<file path="src/rtl/jk_seq_pkg.sv">
// Shared types for the JK register sequencer: command opcodes, controller
// states and the per-bit drive action applied to each JK cell.
package jk_seq_pkg;

    typedef enum logic [2:0] {
        OP_NOP    = 3'd0,
        OP_LOAD   = 3'd1,
        OP_CLEAR  = 3'd2,
        OP_PRESET = 3'd3,
        OP_TOGGLE = 3'd4,
        OP_SHIFT  = 3'd5,
        OP_COUNT  = 3'd6,
        OP_RSVD   = 3'd7
    } op_t;

    typedef enum logic [1:0] {
        IDLE   = 2'd0,
        DRIVE  = 2'd1,
        VERIFY = 2'd2,
        FIN    = 2'd3
    } state_t;

    typedef enum logic [1:0] {
        HOLD = 2'd0,
        SET  = 2'd1,
        RST  = 2'd2,
        TGL  = 2'd3
    } act_t;

    // True when the command needs at least one DRIVE cycle.
    function automatic logic op_drives(op_t op, logic steps_zero);
        case (op)
            OP_LOAD, OP_CLEAR, OP_PRESET, OP_TOGGLE, OP_SHIFT: return 1'b1;
            OP_COUNT: return !steps_zero;
            default:  return 1'b0;
        endcase
    endfunction

endpackage

</file>
<file path="src/rtl/jk_register_sequencer_if.sv">
// Command handshake and JK bank drive/readback bundle for the sequencer.
// master = command source plus bank; slave = the sequencer itself.
interface jk_register_sequencer_if #(
    parameter int WIDTH = 4,
    parameter int CNT_W = 8
);
    logic             cmd_valid;
    logic             cmd_ready;
    logic [2:0]       cmd_op;
    logic [WIDTH-1:0] cmd_data;
    logic [CNT_W-1:0] cmd_steps;
    logic [WIDTH-1:0] bank_q;
    logic [WIDTH-1:0] bank_qn;
    logic [WIDTH-1:0] bank_j;
    logic [WIDTH-1:0] bank_k;
    logic             bank_preset_n;
    logic             bank_clear_n;
    logic             done;
    logic             err_cmd;
    logic             err_mismatch;

    modport master (
        output cmd_valid, cmd_op, cmd_data, cmd_steps, bank_q, bank_qn,
        input  cmd_ready, bank_j, bank_k, bank_preset_n, bank_clear_n,
               done, err_cmd, err_mismatch
    );

    modport slave (
        input  cmd_valid, cmd_op, cmd_data, cmd_steps, bank_q, bank_qn,
        output cmd_ready, bank_j, bank_k, bank_preset_n, bank_clear_n,
               done, err_cmd, err_mismatch
    );
endinterface

</file>
<file path="src/rtl/jk_drive_encoder.sv">
// Combinational map from (op, current Q, data) to per-bit JK actions, the
// J/K/preset/clear drive and the value the bank should hold afterwards.
module jk_drive_encoder
    import jk_seq_pkg::*;
#(
    parameter int WIDTH = 4
) (
    input  op_t              op,
    input  logic [WIDTH-1:0] q,
    input  logic [WIDTH-1:0] data,
    output logic [WIDTH-1:0] j,
    output logic [WIDTH-1:0] k,
    output logic [WIDTH-1:0] exp_q,
    output logic             preset_n,
    output logic             clear_n
);

    act_t act [WIDTH];
    logic carry;

    always_comb begin
        carry    = 1'b1;
        preset_n = 1'b1;
        clear_n  = 1'b1;
        for (int i = 0; i < WIDTH; i++) begin
            act[i] = HOLD;
        end

        case (op)
            OP_LOAD: begin
                for (int i = 0; i < WIDTH; i++) begin
                    act[i] = data[i] ? SET : RST;
                end
            end
            OP_CLEAR:  clear_n  = 1'b0;
            OP_PRESET: preset_n = 1'b0;
            OP_TOGGLE: begin
                for (int i = 0; i < WIDTH; i++) begin
                    act[i] = data[i] ? TGL : HOLD;
                end
            end
            OP_SHIFT: begin
                act[0] = data[0] ? SET : RST;
                for (int i = 1; i < WIDTH; i++) begin
                    act[i] = q[i-1] ? SET : RST;
                end
            end
            OP_COUNT: begin
                // Ripple-carry: a bit toggles when every lower bit is 1.
                for (int i = 0; i < WIDTH; i++) begin
                    act[i] = carry ? TGL : HOLD;
                    carry  = carry & q[i];
                end
            end
            default: ;
        endcase
    end

    always_comb begin
        j     = '0;
        k     = '0;
        exp_q = q;
        for (int i = 0; i < WIDTH; i++) begin
            case (act[i])
                SET:     begin j[i] = 1'b1; k[i] = 1'b0; exp_q[i] = 1'b1;  end
                RST:     begin j[i] = 1'b0; k[i] = 1'b1; exp_q[i] = 1'b0;  end
                TGL:     begin j[i] = 1'b1; k[i] = 1'b1; exp_q[i] = ~q[i]; end
                default: begin j[i] = 1'b0; k[i] = 1'b0; exp_q[i] = q[i];  end
            endcase
        end
        if (!clear_n) begin
            exp_q = '0;
        end else if (!preset_n) begin
            exp_q = '1;
        end
    end

endmodule

</file>
<file path="src/rtl/jk_register_sequencer.sv">
// Command sequencer for an external bank of JK flip-flops with readback check.
// Optional build macro JK_SEQ_VERIFY_EN enables the VERIFY state and err_mismatch.
//
// state  | meaning
// IDLE   | cmd_ready high, waiting for cmd_valid
// DRIVE  | registered J/K/preset/clear presented; bank samples at end of cycle
// VERIFY | compare bank_q with expected value and bank_qn with ~bank_q
// FIN    | done pulse; cmd_ready returns the next cycle
module jk_register_sequencer
    import jk_seq_pkg::*;
#(
    parameter int WIDTH = 4,
    parameter int CNT_W = 8
) (
    input  logic                    input_clock1_c_1,
    input  logic                    input_reset_rst_2,
    jk_register_sequencer_if.slave  bus
);

    state_t           state;
    op_t              op_r;
    logic [WIDTH-1:0] data_r;
    logic [WIDTH-1:0] exp_r;
    logic [CNT_W-1:0] step_cnt;
    logic             ready_r;
    logic             done_r;
    logic             err_cmd_r;
    logic             err_mm_r;
    logic [WIDTH-1:0] j_r;
    logic [WIDTH-1:0] k_r;
    logic             preset_n_r;
    logic             clear_n_r;

    op_t              op_in;
    op_t              op_sel;
    logic [WIDTH-1:0] data_sel;
    logic [WIDTH-1:0] q_sel;
    logic [WIDTH-1:0] enc_j;
    logic [WIDTH-1:0] enc_k;
    logic [WIDTH-1:0] enc_exp;
    logic             enc_preset_n;
    logic             enc_clear_n;
    logic             accept;

    assign op_in    = op_t'(bus.cmd_op);
    assign accept   = bus.cmd_valid && ready_r;
    assign op_sel   = (state == IDLE) ? op_in : op_r;
    assign data_sel = (state == IDLE) ? bus.cmd_data : data_r;

`ifdef JK_SEQ_VERIFY_EN
    logic verify_ok;
    assign q_sel     = bus.bank_q;
    assign verify_ok = (bus.bank_q == exp_r) && (bus.bank_qn == ~bus.bank_q);
`else
    // Back-to-back DRIVE cycles: the bank updates on the same edge the next
    // drive is registered, so the next step is computed from the prediction.
    logic unused_qn;
    assign q_sel     = (state == DRIVE) ? exp_r : bus.bank_q;
    assign unused_qn = ^bus.bank_qn;
`endif

    jk_drive_encoder #(.WIDTH(WIDTH)) u_enc (
        .op       (op_sel),
        .q        (q_sel),
        .data     (data_sel),
        .j        (enc_j),
        .k        (enc_k),
        .exp_q    (enc_exp),
        .preset_n (enc_preset_n),
        .clear_n  (enc_clear_n)
    );

    always_ff @(posedge input_clock1_c_1) begin
        if (input_reset_rst_2) begin
            state      <= IDLE;
            op_r       <= OP_NOP;
            data_r     <= '0;
            exp_r      <= '0;
            step_cnt   <= '0;
            ready_r    <= 1'b0;
            done_r     <= 1'b0;
            err_cmd_r  <= 1'b0;
            err_mm_r   <= 1'b0;
            j_r        <= '0;
            k_r        <= '0;
            preset_n_r <= 1'b1;
            clear_n_r  <= 1'b1;
        end else begin
            j_r        <= '0;
            k_r        <= '0;
            preset_n_r <= 1'b1;
            clear_n_r  <= 1'b1;
            done_r     <= 1'b0;

            case (state)
                IDLE: begin
                    ready_r <= 1'b1;
                    if (accept) begin
                        ready_r   <= 1'b0;
                        op_r      <= op_in;
                        data_r    <= bus.cmd_data;
                        err_cmd_r <= (op_in == OP_RSVD);
                        err_mm_r  <= 1'b0;
                        step_cnt  <= (op_in == OP_COUNT) ? bus.cmd_steps : CNT_W'(1);
                        if (op_drives(op_in, bus.cmd_steps == '0)) begin
                            state      <= DRIVE;
                            j_r        <= enc_j;
                            k_r        <= enc_k;
                            preset_n_r <= enc_preset_n;
                            clear_n_r  <= enc_clear_n;
                            exp_r      <= enc_exp;
                        end else begin
                            state  <= FIN;
                            done_r <= 1'b1;
                        end
                    end
                end

                DRIVE: begin
                    step_cnt <= step_cnt - CNT_W'(1);
`ifdef JK_SEQ_VERIFY_EN
                    state <= VERIFY;
`else
                    if (step_cnt == CNT_W'(1)) begin
                        state  <= FIN;
                        done_r <= 1'b1;
                    end else begin
                        j_r        <= enc_j;
                        k_r        <= enc_k;
                        preset_n_r <= enc_preset_n;
                        clear_n_r  <= enc_clear_n;
                        exp_r      <= enc_exp;
                    end
`endif
                end

`ifdef JK_SEQ_VERIFY_EN
                VERIFY: begin
                    if (!verify_ok) begin
                        err_mm_r <= 1'b1;
                        state    <= FIN;
                        done_r   <= 1'b1;
                    end else if (step_cnt == '0) begin
                        state  <= FIN;
                        done_r <= 1'b1;
                    end else begin
                        state      <= DRIVE;
                        j_r        <= enc_j;
                        k_r        <= enc_k;
                        preset_n_r <= enc_preset_n;
                        clear_n_r  <= enc_clear_n;
                        exp_r      <= enc_exp;
                    end
                end
`endif

                FIN: begin
                    state   <= IDLE;
                    ready_r <= 1'b1;
                end

                default: state <= IDLE;
            endcase
        end
    end

    assign bus.cmd_ready     = ready_r;
    assign bus.bank_j        = j_r;
    assign bus.bank_k        = k_r;
    assign bus.bank_preset_n = preset_n_r;
    assign bus.bank_clear_n  = clear_n_r;
    assign bus.done          = done_r;
    assign bus.err_cmd       = err_cmd_r;
`ifdef JK_SEQ_VERIFY_EN
    assign bus.err_mismatch  = err_mm_r;
`else
    assign bus.err_mismatch  = 1'b0;
`endif

endmodule

</file>
<file path="src/flat_wrapper.sv">
// flat-port wrapper written by rule: the top's interface ports become plain ports
module jk_register_sequencer_flat import jk_seq_pkg::*;
#(
    parameter int WIDTH = 4,
    parameter int CNT_W = 8
)
  (input_clock1_c_1, input_reset_rst_2, bus_cmd_valid, bus_cmd_op, bus_cmd_data, bus_cmd_steps, bus_bank_q, bus_bank_qn, bus_cmd_ready, bus_bank_j, bus_bank_k, bus_bank_preset_n, bus_bank_clear_n, bus_done, bus_err_cmd, bus_err_mismatch);
  jk_register_sequencer_if #(.WIDTH(WIDTH), .CNT_W(CNT_W)) bus_i ();
  input  logic input_clock1_c_1;
  input  logic input_reset_rst_2;
  input wire logic [$bits(bus_i.cmd_valid)-1:0] bus_cmd_valid;
  input wire logic [$bits(bus_i.cmd_op)-1:0] bus_cmd_op;
  input wire logic [$bits(bus_i.cmd_data)-1:0] bus_cmd_data;
  input wire logic [$bits(bus_i.cmd_steps)-1:0] bus_cmd_steps;
  input wire logic [$bits(bus_i.bank_q)-1:0] bus_bank_q;
  input wire logic [$bits(bus_i.bank_qn)-1:0] bus_bank_qn;
  output wire logic [$bits(bus_i.cmd_ready)-1:0] bus_cmd_ready;
  output wire logic [$bits(bus_i.bank_j)-1:0] bus_bank_j;
  output wire logic [$bits(bus_i.bank_k)-1:0] bus_bank_k;
  output wire logic [$bits(bus_i.bank_preset_n)-1:0] bus_bank_preset_n;
  output wire logic [$bits(bus_i.bank_clear_n)-1:0] bus_bank_clear_n;
  output wire logic [$bits(bus_i.done)-1:0] bus_done;
  output wire logic [$bits(bus_i.err_cmd)-1:0] bus_err_cmd;
  output wire logic [$bits(bus_i.err_mismatch)-1:0] bus_err_mismatch;
  assign bus_i.cmd_valid = bus_cmd_valid;
  assign bus_i.cmd_op = bus_cmd_op;
  assign bus_i.cmd_data = bus_cmd_data;
  assign bus_i.cmd_steps = bus_cmd_steps;
  assign bus_i.bank_q = bus_bank_q;
  assign bus_i.bank_qn = bus_bank_qn;
  assign bus_cmd_ready = bus_i.cmd_ready;
  assign bus_bank_j = bus_i.bank_j;
  assign bus_bank_k = bus_i.bank_k;
  assign bus_bank_preset_n = bus_i.bank_preset_n;
  assign bus_bank_clear_n = bus_i.bank_clear_n;
  assign bus_done = bus_i.done;
  assign bus_err_cmd = bus_i.err_cmd;
  assign bus_err_mismatch = bus_i.err_mismatch;
  jk_register_sequencer #(.WIDTH(WIDTH), .CNT_W(CNT_W)) u_core (.input_clock1_c_1(input_clock1_c_1), .input_reset_rst_2(input_reset_rst_2), .bus(bus_i));
endmodule
</file>
<file path="config.mk">
export PLATFORM = sky130hd
export DESIGN_NAME = jk_register_sequencer_flat
export DESIGN_NICKNAME = d
export VERILOG_FILES = /design/src/rtl/jk_seq_pkg.sv /design/src/rtl/jk_register_sequencer_if.sv /design/src/rtl/jk_drive_encoder.sv /design/src/rtl/jk_register_sequencer.sv /design/src/flat_wrapper.sv
export SDC_FILE = /design/constraint.sdc
export NUM_CORES = 1
export LEC_CHECK = 0
export ABC_CLOCK_PERIOD_IN_PS = 5100
export BUFFER_PORTS_ARGS = -buffer_cell sky130_fd_sc_hd__buf_2
export CAP_MARGIN = 20
export CELL_PAD_IN_SITES_DETAIL_PLACEMENT = 1
export CELL_PAD_IN_SITES_GLOBAL_PLACEMENT = 1
export CORE_ASPECT_RATIO = 0.7
export CORE_UTILIZATION = 40
export CTS_BUF_LIST = sky130_fd_sc_hd__clkbuf_8
export CTS_CLUSTER_SIZE = 30
export DETAILED_ROUTE_END_ITERATION = 10
export HOLD_SLACK_MARGIN = 0.02
export PLACE_DENSITY_LB_ADDON = 0.1
export SYNTH_ARGS = -nofsm -noshare
export SYNTH_HDL_FRONTEND = slang
export SYNTH_SLANG_ARGS = --single-unit
</file>
<file path="constraint.sdc">
create_clock -name input_clock1_c_1 -period 5.1 [get_ports input_clock1_c_1]
set_clock_uncertainty 0.15 [all_clocks]
set_input_delay 0.51 -clock input_clock1_c_1 [delete_from_list [all_inputs] [get_ports input_clock1_c_1]]
set_output_delay 0.51 -clock input_clock1_c_1 [all_outputs]
set_load 0.1 [all_outputs]
</file>
Yosys cells after proc, flatten, opt, wreduce, memory -nomap -nowiden --
Cells that the tools add are included.
Word-level totals: register bits 34, input port bits 26, output and inout bits 14, word-level logic and storage cells 141
Cells by class: add/subtract/negate cells 1, equality and inequality tests 32, muxes and demuxes 71, bitwise logic cells 6, reductions and logical operators 19
Operators with widths (number):
- 4-bit 2-to-1 mux | 13
- 2-bit 2-to-1 mux | 17
- 8-bit one-hot mux with 4 select lines | 1
- 4-bit one-hot mux with 2 select lines | 3
- 1-bit 2-to-1 mux | 23
- 3-bit == test (second input constant) | 7
- 2-bit == test (second input constant) | 9
- 8-bit 2-to-1 mux | 2
- 8-bit one-hot mux with 2 select lines | 1
- 2-bit OR reduction | 8
- 3-bit by 2-bit == test with 1-bit output (second input constant) | 4
- 1-bit one-hot mux with 3 select lines | 4
- 2-bit by 1-bit == test with 1-bit output (second input constant) | 5
- 1-bit one-hot mux with 2 select lines | 5
- 8-bit by 1-bit == test with 1-bit output (second input constant) | 1
- 8-bit logical NOT | 1
- 8-bit by 1-bit subtractor with 8-bit output (second input constant) | 1
- 3-bit by 1-bit == test with 1-bit output (second input constant) | 2
- 2-bit inequality test (second input constant) | 3
- 2-bit AND reduction | 3
- 5-bit OR reduction | 1
- 1-bit NOT | 4
- 2-bit one-hot mux with 2 select lines | 1
- 4-bit AND reduction | 1
- other kinds (7) | 9

Longest topological paths before layout --
depth in word-level cells 13, gate-level depth with buffers 10

Modules after synthesis --
From an unflattened synthesis, not the netlist that was laid out.
Second synthesis, totals: cell total of the unflattened synthesis 242, area total of the unflattened synthesis 2059.5 um^2
By module, submodules not included:
- jk_register_sequencer | instances 1, cells an instance 190, area an instance 1674.1 um^2
- jk_drive_encoder | instances 1, cells an instance 52, area an instance 385.4 um^2

Least setup slack after synthesis --
No wires, ideal clock.
path kind in2reg, start point input u_core.bus.cmd_ready, end point register u_core.exp_r[0], data arrival time 2.202 ns, required time 4.879 ns, path slack 2.678 ns, stages 5, cells stage by stage dfxtp_1 nand3_1 o31a_1 or4_1 a21oi_1
Between the ends: cells in the longest elaborated chain, start to end 3
Ends and longest elaborated chain:
- start, declared | RTL line jk_register_sequencer_if.sv:30 | output cmd_ready, bank_j, bank_k, bank_preset_n, bank_clear_n,
- 1-bit logical AND | RTL line jk_register_sequencer.sv:46 | assign accept = bus.cmd_valid && ready_r;
- 2-bit by 1-bit inequality test with 1-bit output (no source line)
- 4-bit AND reduction (no source line)
- end signal, assigned | RTL line jk_register_sequencer.sv:111 | exp_r <= enc_exp;
- end signal, assigned | RTL line jk_register_sequencer.sv:132 | exp_r <= enc_exp;
- end, declared | RTL line jk_register_sequencer.sv:23 | logic [WIDTH-1:0] exp_r;
No other way between the ends. A chain may end at the register's enable or synchronous reset.

Final worst setup path --
start point input u_core.state[0], end point register u_core.exp_r[0]
Between the ends: cells in the longest elaborated chain, start to end 11, elaborated cells on any way between the ends 30, classes of those cells 13 x eq/ne; 13 x mux; 1 x bitwise; 3 x reduce/logical
Ends and longest elaborated chain:
- start, declared | RTL line jk_register_sequencer.sv:20 | state_t state;
- 2-bit logical NOT | RTL line jk_register_sequencer.sv:47, jk_register_sequencer.sv:48, jk_register_sequencer.sv:95
- 3-bit 2-to-1 mux / 4-bit 2-to-1 mux (equally long branches) | RTL line jk_register_sequencer.sv:47, jk_register_sequencer.sv:48
- 3-bit == test, or another cell as far along | RTL line jk_drive_encoder.sv:29 | case (op)
- 8-bit one-hot mux with 4 select lines | RTL line jk_drive_encoder.sv:29
- 2-bit == test / 2-bit by 1-bit == test with 1-bit output (equally long branches) | RTL line jk_drive_encoder.sv:64 | case (act[i])
- 1-bit one-hot mux with 3 select lines | RTL line jk_drive_encoder.sv:64
- 4-bit 2-to-1 mux | RTL line jk_drive_encoder.sv:73 | end else if (!preset_n) begin
- 4-bit 2-to-1 mux | RTL line jk_drive_encoder.sv:71 | if (!clear_n) begin
- 4-bit 2-to-1 mux | RTL line jk_register_sequencer.sv:105 | if (op_drives(op_in, bus.cmd_steps == '0)) begin
- 4-bit 2-to-1 mux | RTL line jk_register_sequencer.sv:98 | if (accept) begin
- 4-bit one-hot mux with 2 select lines | RTL line jk_register_sequencer.sv:95 | case (state)
Parallel ways exist; a longest one is shown, timed or not. The select of a mux whose other input is x is not followed.

==> impl_metrics.csv <==
group,metric,value,unit
power_and_ir_drop,powerDensity,557,mW/mm2
sta,relSlewSlack,0.414,
detailed_routing,postRouteAntennaNets,0,
synth,syn_area,0.00199,mm2
critical_path,worstPathBufferInverterCount,1,
synth,ys_ff_latch,33,
floorplanning,core,0.00478,mm2
floorplanning,die_w,86.3,um
global_route,grt_pass1_wl,9180,um
synth,ys_warn_count,0,
sta,setup_tns,0,ns
critical_path,crit_path_max_incr_delay,0.69,ns
synth,synth_area_leaders,"dfxtp_1 33%, nand2_1 6.6%, a21oi_1 6.5%",
synth,synth_ff_type,"dfxtp_1",
detailed_routing,viasPerCell,5.58,
synth,yosysSeqAreaShare,0.332,
sta,fmax,0.329,GHz
floorplanning,die_h,61.0,um
power_and_ir_drop,irDropWorstVdd,0.000192,V
clock_tree,clockBufferDepth,2,
global_route,grt_max_degree,26,
layout,antennaDiodeCount,0,
critical_path,worst_ep_arrival_time,3.10,ns
layout,mostFrequentLayoutCells,"35 x nand2_1, 33 x buf_2, 33 x dfxtp_1, 26 x a21oi_1, 23 x nor2_1",
synth,syn_inst,256,
sta,setup_viol,0,
sta,period_needed,3.04,ns
run,maxCapViolations,0,
critical_path,worstSetupStartpoint,"u_core.state[0]",
placed_design,place_congestion,0.856,
floorplanning,rows,21,
synth,synth.avg_cell_area,7.77,um2
synth,syn-num-nets,287,
layout,syn_to_final_growth,13.8,%
global_route,antenna_found_initial,0,
layout,fillers,625,
sta,worstMarginPinSlew,0.855,ns
critical_path,reg2regPathDepth,6,
critical_path,crit_chain,"inv_1 -> ha_1 -> nand3_1 -> o31a_1 -> or4_1 -> a21oi_1",
status,outcome,"completed",
floorplanning,ios,40,
placed_design,post-place-cells,344,
layout,final_cells,352,
global_route,gr-total-overflow,0,
sta,slew_viol_final,0,
detailed_routing,vias,1964,
detailed_routing,wire_per_inst,15.8,um
clock_tree,cts_buffers,5,
clock_tree,cts-htree-levels,2,
global_route,grt_pass1_vias,1833,
critical_path,r2r_end,"u_core.exp_r[0]",
detailed_routing,drc,0,
clock_tree,cts_resized,0,
sta,post-route-period-util,0.596,
power_and_ir_drop,power.leakage,0.896,nW
critical_path,critPathTopFamily,"simple AND/OR/NAND/NOR gates",
clock_tree,clkLatencyLatePin,0.28,ns
synth,synth_top_area_frac,0.332,
critical_path,timing.rr.start,"u_core.state[0]",
detailed_routing,drtIter0Drc,75,
sta,hold_viol_final,0,
placed_design,port_buffers,33,
clock_tree,clk_pin_slew,0.07,ns
synth,async_reset_ff_frac,0,
critical_path,critPathMaxFanout,20,
synth,ys_types,48,
layout,final_net_count,314,
critical_path,worst-path-stages,6,
layout,final_common_cell,"nand2_1",
detailed_routing,drt_wl_total,5580,um
critical_path,crit_path_start_kind,"flop",
clock_tree,cts-root-buf,"clkbuf_8",
critical_path,cp.required,5.16,ns
clock_tree,postCtsSetupRepairBufs,0,
synth,yosysTopAreaCell,"dfxtp_1",
critical_path,crit_path_end,"u_core.exp_r[0]",
critical_path,end_kind,"flop",
critical_path,cp_slowest_cell,"ha_1",
layout,drive_gt1_frac,0.177,
power_and_ir_drop,total_power,1.26,mW
detailed_routing,drt_pass1_iterations,4,
floorplanning,initial_core_util,0.416,
critical_path,path_class,"reg -> reg",
clock_tree,cts_tree,"yes",
min_path,whs_path_depth,2,
sta,whs,0.309,ns
global_route,grt_usage,0.233,
synth,synth_edf_count,0,
clock_tree,clock_sinks,33,
clock_tree,cts_hold_buf,0,
min_path,min_path_type,"reg -> reg",
placed_design,dp_hpwl,4200,um
floorplanning,dieArea,0.00526,mm2
sta,rsz0062_at_grt,"no",
critical_path,r2r_setup_slack,2.06,ns
==> flip-flops by register name, summed over array words and instances, names as in the netlist <==
| name | flops |
|---|---|
| u_core.bus.cmd_ready | 1 |
| u_core.state | 2 |
| u_core.op_r | 3 |
| u_core.bus.done | 1 |
| u_core.bus.bank_preset_n | 1 |
| u_core.bus.bank_k | 4 |
| u_core.bus.bank_clear_n | 1 |
| u_core.exp_r | 3 |
| u_core.bus.bank_j | 4 |
| u_core.bus.err_cmd | 1 |
| u_core.step_cnt | 8 |
| u_core.data_r | 4 |
==> worst min path at each step <==
stage	start	endpoint
finish	u_core.data_r[0]	u_core.data_r[0]
floorplan	u_core.data_r[0]	u_core.data_r[0]
detailed placement	u_core.data_r[0]	u_core.data_r[0]
global route	u_core.data_r[3]	u_core.data_r[3]
CTS	u_core.data_r[0]	u_core.data_r[0]
global placement	u_core.data_r[0]	u_core.data_r[0]
==> area by class of cell <==
type	instances	area, um2	share of cell area
clock buffer	6	82.6	0.0365
multi-input combinational	203	1230	0.544
sequential	33	661	0.292
inverter	5	18.8	0.00829
timing repair buffer	35	180	0.0796
tap	69	86.3	0.0381
clock inverter	1	3.75	0.00166
==> routing by layer <==
layer  GRT usage  up-vias  part of all wire
met5           0        -                 0
met4      0.0667        0            0.0099
met3      0.0612        4             0.060
met2       0.323       52              0.40
met1       0.350      924              0.53
li1            -      984                 -
==> tightest hold or removal path, stage by stage, from the launching register on <==
cell,delay (ns)
dfxtp_1,0.31
nand2_1,0.05
a21oi_1,0.05
==> per-stage QoR <==
stage | util | cell area, um2 | setup slack, ns
final | 0.473 | 2260 | 2.06
after global placement | 0.454 | 2170 | 1.91
after global routing | 0.473 | 2260 | 1.69
after floorplan | - | 1990 | 2.68
after CTS | 0.472 | 2260 | 1.79
after detailed placement | 0.454 | 2170 | 1.81
==> synth_stat cells (3+ instances only) <==
master    number
nand2_1       35
dfxtp_1       33
a21oi_1       26
nor2_1        23
o21ai_0       17
mux2i_1       11
nand3_1        8
nor3_1         8
a22oi_1        7
clkbuf_1       6
nand2b_1       6
buf_2          5
ha_1           5
inv_1          5
mux2_2         5
nor4_1         5
a311oi_1       4
a31oi_1        4
o31ai_1        4
and3_1         3
or4_1          3
==> where the power goes <==
part	internal, mW	switching (mW)	total (mW)
logic	0.244	0.476	0.720
registers	0.304	0.0384	0.343
clock network	0.105	0.0933	0.198
total	0.653	0.608	1.26
==> logic make-up (layout without fill, tap and decap cells) <==
family / after synthesis / count (layout) / synth area share
muxes: 17 / 17 / 0.0894
other: 1 / 1 / 0.00189
xor gates and xnor gates: 1 / 1 / 0.00441
adders and majority gates: 5 / 5 / 0.0315
buffers and inverters: 20 / 47 / 0.0485
AOI/OAI and AO/OA: 76 / 76 / 0.240
DFF: 33 / 33 / 0.332
and+or+nand+nor: 103 / 103 / 0.252
Power figures use the tool's default switching activity.
